`src/rtl/feature_requant_serializer.sv`:
```
// rtl/feature_requant_serializer.sv - captures a beat of parallel conv outputs and emits them one by one, requantized
// Optional build macro REQUANT_ROUND_EN: round half up before the shift instead of truncating.
module feature_requant_serializer #(
  parameter int NUM_FILTERS = 6,
  parameter int IN_W        = 16,
  parameter int OUT_W       = 8,
  parameter int SHIFT       = 4
) (
  input  logic                          i_clk,
  input  logic                          i_rst_n,
  input  logic                          i_features_valid,
  input  logic [NUM_FILTERS*IN_W-1:0]   i_features,
  output logic                          o_ready,
  output logic                          o_feature_valid,
  output logic signed [OUT_W-1:0]       o_feature,
  output logic                          o_sat,
  output logic                          o_last,
  input  logic                          i_ready
);

  localparam int IDX_W = (NUM_FILTERS > 1) ? $clog2(NUM_FILTERS) : 1;
  localparam logic [IDX_W-1:0] LAST_IDX = IDX_W'(NUM_FILTERS - 1);
  localparam logic signed [IN_W:0] SAT_MAX = (IN_W+1)'(2**(OUT_W-1) - 1);
  localparam logic signed [IN_W:0] SAT_MIN = (IN_W+1)'(-(2**(OUT_W-1)));
`ifdef REQUANT_ROUND_EN
  localparam logic signed [IN_W:0] ROUND = (IN_W+1)'(2**(SHIFT-1));
`endif

  typedef enum logic {ST_IDLE, ST_EMIT} state_t;

  state_t                  state_q;
  logic [IDX_W-1:0]        idx_q;
  logic [IDX_W-1:0]        idx_d;
  logic signed [IN_W-1:0]  bank_q [NUM_FILTERS];
  logic                    capture;
  logic                    advance;
  logic                    finish;
  logic signed [IN_W-1:0]  next_in;
  logic [OUT_W:0]          rq;

  // Returns {sat, value}; the extra bit keeps headroom for the rounding add.
  function automatic logic [OUT_W:0] requant(input logic signed [IN_W-1:0] f);
    logic signed [IN_W:0] ext;
    logic signed [IN_W:0] shd;
    ext = {f[IN_W-1], f};
`ifdef REQUANT_ROUND_EN
    ext = ext + ROUND;
`endif
    shd = ext >>> SHIFT;
    if (shd > SAT_MAX)
      return {1'b1, SAT_MAX[OUT_W-1:0]};
    else if (shd < SAT_MIN)
      return {1'b1, SAT_MIN[OUT_W-1:0]};
    else
      return {1'b0, shd[OUT_W-1:0]};
  endfunction

  assign o_ready = (state_q == ST_IDLE) || ((idx_q == LAST_IDX) && i_ready);
  assign capture = i_features_valid && o_ready;
  assign advance = (state_q == ST_EMIT) && i_ready && (idx_q != LAST_IDX);
  assign finish  = (state_q == ST_EMIT) && i_ready && (idx_q == LAST_IDX);
  // Wrap to 0 at the last index so the bank read below never goes out of range.
  assign idx_d   = (capture || idx_q == LAST_IDX) ? '0 : idx_q + IDX_W'(1);

  always_comb begin
    next_in = bank_q[idx_d];
    if (capture) next_in = i_features[IN_W-1:0];
  end

  assign rq = requant(next_in);

  always_ff @(posedge i_clk) begin
    if (!i_rst_n) begin
      state_q         <= ST_IDLE;
      idx_q           <= '0;
      o_feature_valid <= 1'b0;
      o_feature       <= '0;
      o_sat           <= 1'b0;
      o_last          <= 1'b0;
    end else begin
      if (capture || advance) begin
        idx_q     <= idx_d;
        o_feature <= rq[OUT_W-1:0];
        o_sat     <= rq[OUT_W];
        o_last    <= (idx_d == LAST_IDX);
      end
      if (capture) begin
        state_q         <= ST_EMIT;
        o_feature_valid <= 1'b1;
      end else if (finish) begin
        state_q         <= ST_IDLE;
        o_feature_valid <= 1'b0;
        o_last          <= 1'b0;
      end
    end
  end

  // Bank is deliberately unreset; its contents only matter after a capture.
  always_ff @(posedge i_clk) begin
    if (capture) begin
      for (int k = 0; k < NUM_FILTERS; k++)
        bank_q[k] <= i_features[k*IN_W +: IN_W];
    end
  end

endmodule

```
`config.mk`:
```
export PLATFORM = sky130hd
export DESIGN_NAME = feature_requant_serializer
export DESIGN_NICKNAME = d
export VERILOG_FILES = /design/src/rtl/feature_requant_serializer.sv
export SDC_FILE = /design/constraint.sdc
export NUM_CORES = 1
export LEC_CHECK = 0
export ABC_AREA = 1
export ABC_CLOCK_PERIOD_IN_PS = 3700
export BUFFER_PORTS_ARGS = -buffer_cell sky130_fd_sc_hd__buf_2
export CORE_MARGIN = 8
export CORE_UTILIZATION = 51
export DETAILED_ROUTE_END_ITERATION = 16
export PLACE_DENSITY = 0.79
export SYNTH_ARGS = -nofsm -noshare
export SYNTH_HDL_FRONTEND = slang
export SYNTH_SLANG_ARGS = --single-unit
```
`constraint.sdc`:
```
create_clock -name i_clk -period 3.7 [get_ports i_clk]
set_input_delay 0.555 -clock i_clk [delete_from_list [all_inputs] [get_ports i_clk]]
set_output_delay 0.555 -clock i_clk [all_outputs]
set_load 0.01 [all_outputs]
```
## Word level (Yosys, flattened, before mapping)

Memory sizes are Yosys's and may differ from the RTL's.
Index checks and enable logic that the tools add are counted.

- Add/subtract/negate cells: 1
- $mul: 0
- Div/mod/pow operators: 0
- Order comparisons: 2
- Eq/ne operators: 3
- Shifts and indexed selects: 0
- Mux-type cells: 11
- Bitwise gates (word level): 1
- Reductions and logical operators: 9

Operator list:

| kind | count |
|---|---|
| $mux 9 | 2 |
| $mux 16 | 1 |
| $gt 12x8->1 const B | 1 |
| $lt 12x8->1 const B | 1 |
| $mux 1 | 7 |
| $eq 3x3->1 const B | 2 |
| $logic_and 1x1->1 | 5 |
| $add 3x1->3 const B | 1 |
| $logic_or 1x1->1 | 3 |
| $mux 3 | 1 |
| $ne 3x3->1 const B | 1 |
| $reduce_bool 2->1 | 1 |
| $not 1->1 | 1 |

- Register bits after elaboration: 14
- Latch bits: 0
- RAM bits: 96
- Memory bits (read-only): 0
- Output and inout port bits: 12
- Memories: 1

Memories:

| memory | words | bits a word | rd ports | clocked after Yosys merged registers in | wr ports | line | RTL |
|---|---|---|---|---|---|---|---|
| bank_q | 6 | 16 | 1 | 0 | 6 | 34 | `logic signed [IN_W-1:0] bank_q [NUM_FILTERS];` |

## Depth between registers and ports, before layout

An unclocked memory read counts as a cell.

- Depth in word-level cells: 11
- Mapped depth: 17
- Gate-level depth less buffers: 16

## Worst setup path before layout

OpenSTA, ideal clock, no wires.

- Kind: flip-flop to flip-flop
- Start: register idx_q[0]
- End: register o_feature[0]
- Library setup time: 0.122 ns
- Arrival: 2.619 ns
- Data required time: 3.578 ns
- Slack: 0.959 ns
- Cell stages (with the launch flop): 11
- Buffers on the path: 2
- Period minus slack after synthesis: 2.741 ns
- Cells stage by stage: dfxtp_1 -> ha_1 -> nand2_2 -> o21ai_2 -> inv_2 -> nor2_8 -> buf_6 -> buf_2 -> o21ai_0 -> nand2_1 -> a21oi_2

- Cells in the longest elaborated chain, start to end: 11
- Elaborated cells on any way between the ends: 16
- Classes of those cells: add/sub: 1; order compare: 2; eq/ne: 2; mux: 4; reduce/logical: 6; memory: 1

Ends and longest elaborated chain:

| element | line | RTL |
|---|---|---|
| start: declaration | 32 | `logic [IDX_W-1:0] idx_q;` |
| start signal: assignment | 82 | `idx_q <= idx_d;` |
| $eq 3x3->1 * | 58 | `assign o_ready = (state_q == ST_IDLE) \|\| ((idx_q == LAST_IDX) && i_ready);` |
| $logic_and 1x1->1 * | 58 |  |
| $logic_or 1x1->1 * | 58 |  |
| net o_ready | 13 | `output logic o_ready,` |
| $logic_and 1x1->1 * | 59 | `assign capture = i_features_valid && o_ready;` |
| net capture | 35 | `logic capture;` |
| $logic_or 1x1->1 | 63 | `assign idx_d = (capture \|\| idx_q == LAST_IDX) ? '0 : idx_q + IDX_W'(1);` |
| $mux 3 | 63 |  |
| $mem_v2 6x16 | -- |  |
| $mux 16 | 67 | `if (capture) next_in = i_features[IN_W-1:0];` |
| $lt 12x8->1 | 52 | `else if (shd < SAT_MIN)` |
| $mux 9 | 52 |  |
| $mux 9 | 50 | `if (shd > SAT_MAX)` |
| end signal: assignment | 83 | `o_feature <= rq[OUT_W-1:0];` |
| end: declaration | 15 | `output logic signed [OUT_W-1:0] o_feature,` |

The timed path passes the listed nets; every way through them passes the cells marked *.
A chain may end at the register's enable or synchronous reset.

## Worst setup path in the final report

- Start: register idx_q[0]
- End: register o_feature[3]

- Cells in the longest elaborated chain, start to end: 11
- Elaborated cells on any way between the ends: 16
- Classes of those cells: add/sub: 1; order compare: 2; eq/ne: 2; mux: 4; reduce/logical: 6; memory: 1

Ends and longest elaborated chain:

| element | line |
|---|---|
| $eq 3x3->1 | 58, 63 |
| $logic_and 1x1->1 | 58 |
| $logic_or 1x1->1 | 58 |
| $logic_and 1x1->1 | 59 |
| $logic_or 1x1->1 | 63 |
| $mux 3 | 63 |
| $mem_v2 6x16 | -- |
| $mux 16 | 67 |
| $lt 12x8->1 | 52 |
| $mux 9 | 52 |
| $mux 9 | 50 |

Several ways; a longest one is shown, not always the timed one.

==> results.toml <==
[worst_setup_path]
crit_end = "o_feature[3]$_SDFFE_PN0N_"
r2r-end = "o_feature[3]$_SDFFE_PN0N_"
cp-start-kind = "flop"
worstSetupEndpointType = "flop"
path_common_cell = "nand2_1"
crit_fanout = 50
worstPathArrival_ns = 3.12
cp_slowest_cell = "dfxtp_1"
critical_path.startpoint = "idx_q[0]$_SDFFE_PN0N_"
r2r_cells = 10
path_class = "flop to flop"
crit_chain = "ha_1 -> nand2_2 -> o21ai_2 -> inv_2 -> nor2_8 -> buf_4 -> nand2_1 -> o21ai_0 -> nand2_1 -> a21oi_1"
max_stage_delay_ns = 0.64
worstPathRequired_ns = 3.98
ff2ff_setup_slack_ns = 0.86
reg2reg_from = "idx_q[0]$_SDFFE_PN0N_"

[layout]
multiInputGateArea_um2 = 1090
final_nets = 534
regArea_um2 = 2440
final_area_um2 = 4420
n_fill_cell = 604
areaGrowthSynthToFinish_pct = 18.7
drive_above_1_share_pct = 30.2
finalNonFillerCells = 537

[global_routing]
grt_max_degree = 51
grt_remaining_overflow = 0
grt_use_total_pct = 16.8
grt_pass1_wl_um = 13200
antenna_found_initial = 0
grt_pass1_vias = 2765

[route]
drt_iter0_drc = 161
final_antenna_net_count = 0
vias_per_cell = 5.00
wl_um = 8230
drc = 0
vias = 2683
drtPass1Iterations = 4
wl_per_cell_um = 15.3

[clock_tree]
cts-root-buf = "clkbuf_8"
clk_pin_slew_ns = 0.09
post_cts_buffers = 0
clk_path_buf_depth = 2
cts_sinks = 86
cts_hold_buf = 0
post_cts_resized = 0
htreeDepth = 3
cts_buffers = 9
cts_tree = "yes"
clk-insertion-delay-late_ns = 0.35

[worst_hold_path]
hp-class = "input pin to flop"

[floorplan]
ioPinCount = 112
dieHeight_um = 101
start_util_pct = 51.9
dieArea_um2 = 10300
die_x_um = 101
num_rows = 31
coreArea_um2 = 7180

[logic_synthesis]
synthMostInstantiatedCell = "nand2_1"
ys.flop_type = "edfxtp_1"
seq_area_frac_synth_pct = 65.5
synth-seq-cells = 86
yosys_warnings = 0
postSynthCellCount = 344
netlist.area_leader.share_pct = 58.0
syn_area_um2 = 3730
syn_nets = 446
yosys-top-cells-count = "94 x nand2_1, 72 x edfxtp_1, 30 x nand3_1"
synth_area_leaders = "edfxtp_1 58%, nand2_1 9.5%, dfxtp_1 7.5%"
synth.distinct_cells = 33
synth_edf_count = 72
yosysTopAreaCell = "edfxtp_1"
ys_async_sr_fraction_pct = 0
syn_avg_cell_area_um2 = 10.8

[timing]
slew_violations = 0
fmax_mhz = 353
setup_tns_ns = 0
setup_viol = 0
rsz0062_at_grt = "no"
period_share_pct = 76.6
slew_headroom_pct = 59.8
skew_ns = 0.00713
worst_pin_slew_ns = 0.602
min_period_ns = 2.84
hold_viol = 0
finalWorstSetupSlack_ns = 0.865

[power_and_ir_drop]
p_per_area_nw_per_um2 = 459
vdd_drop_max_v = 0.000335
power_mw = 2.03
p_leak_nw = 1.92

[run_status]
outcome = "finished clean"

[placed_design]
hpwlAfterDp_um = 5910
portBuffers = 87
postPlaceCellArea_um2 = 4220
gp_congestion = 0.762
place_inst = 520
pre_cts_ws_ns = 0.856

[run]
drv_cap = 0
## cell type report
| class | instances | area share [%] |
|---|---|---|
| Multi-Input combinational cell | 215 | 24.6 |
| Clock inverter | 7 | 1.64 |
| Tap cell | 99 | 2.80 |
| Clock buffer | 9 | 2.80 |
| Sequential cell | 86 | 55.2 |
| Inverter | 30 | 2.55 |
| Timing Repair Buffer | 90 | 10.4 |
| Antenna cell | 1 | 0.0566 |
## per-stage QoR
step / util (%) / hold WS (ns)
6_report: 61.6 / 0.369
5_1_grt: 61.6 / 0.353
4_1_cts: 61.6 / 0.357
3_5_place_dp: 58.8 / 0.478
3_3_place_gp: 58.8 / 0.473
2_1_floorplan: - / 0.458
## worst min path at each step
stage                     slack, ns  cells past startpoint                     end                  start
final                          0.37                      1  bank_q[5][7]$_DFFE_PP_         i_features[87]
after global routing           0.35                      1  bank_q[5][7]$_DFFE_PP_         i_features[87]
after CTS                      0.36                      1  bank_q[5][7]$_DFFE_PP_         i_features[87]
after detailed placement       0.48                      2   idx_q[1]$_SDFFE_PN0N_  idx_q[1]$_SDFFE_PN0N_
after global placement         0.47                      2   idx_q[1]$_SDFFE_PN0N_  idx_q[1]$_SDFFE_PN0N_
after floorplan                0.46                      2   idx_q[1]$_SDFFE_PN0N_  idx_q[1]$_SDFFE_PN0N_
## flip-flops by register name (all words and copies together) (netlist names)
name	cells
o_last	1
state_q	1
idx_q	3
o_sat	1
bank_q	72
o_feature	8
## worst max-delay path: cells and delay by family, from the launching register on
family / cells / cell delay [ns]
buffers and inverters: 2 / 0.65
DFF: 1 / 0.64
and+or+nand+nor: 4 / 0.66
adders and majority gates: 1 / 0.35
AOI/OAI and AO/OA: 3 / 0.43
## cells in the final DEF (no fill, tap or decap), drive strengths merged
cell | netlist | routed
or2 | 2 | 2
nand3 | 30 | 30
a32oi | 1 | 1
nor2 | 18 | 18
nor3 | 1 | 1
xor2 | 1 | 1
dfxtp | 14 | 14
nand2 | 101 | 101
clkinv | 0 | 3
a22oi | 1 | 1
buf | 12 | 90
edfxtp | 72 | 72
a21oi | 26 | 26
clkbuf | 1 | 9
bufinv | 0 | 1
diode | 0 | 1
ha | 2 | 2
o211ai | 1 | 1
o2bb2ai | 1 | 1
o2111ai | 2 | 2
o21a | 1 | 1
clkinvlp | 0 | 2
o21bai | 1 | 1
inv | 30 | 31
o21ai | 20 | 20
a31oi | 6 | 6
## report_power, final
part / switching [mW] / internal, mW
registers: 0.0208 / 1.11
logic: 0.152 / 0.0901
clock network: 0.338 / 0.313
total: 0.511 / 1.52
## kinds of logic (layout without fill, tap and decap cells)
logic type                 count (synthesis)  count (layout)  share of synthesized area, %
other                                      0               1                             0
AOI/OAI and AO/OA                         60              60                          10.2
buffers and inverters                     43             136                          5.31
and+or+nand+nor                          152             152                          18.1
DFF                                       86              86                          65.5
adders and majority gates                  2               2                         0.671
xor gates and xnor gates                   1               1                         0.235
## layer usage
layer | wire length [µm] | GRT usage (%)
met5 | 0 | 0
met4 | 150 | 8.59
met3 | 486 | 3.23
met2 | 4120 | 27.4
met1 | 3480 | 20.7
No activity file was read; power rests on OpenSTA's default activity.
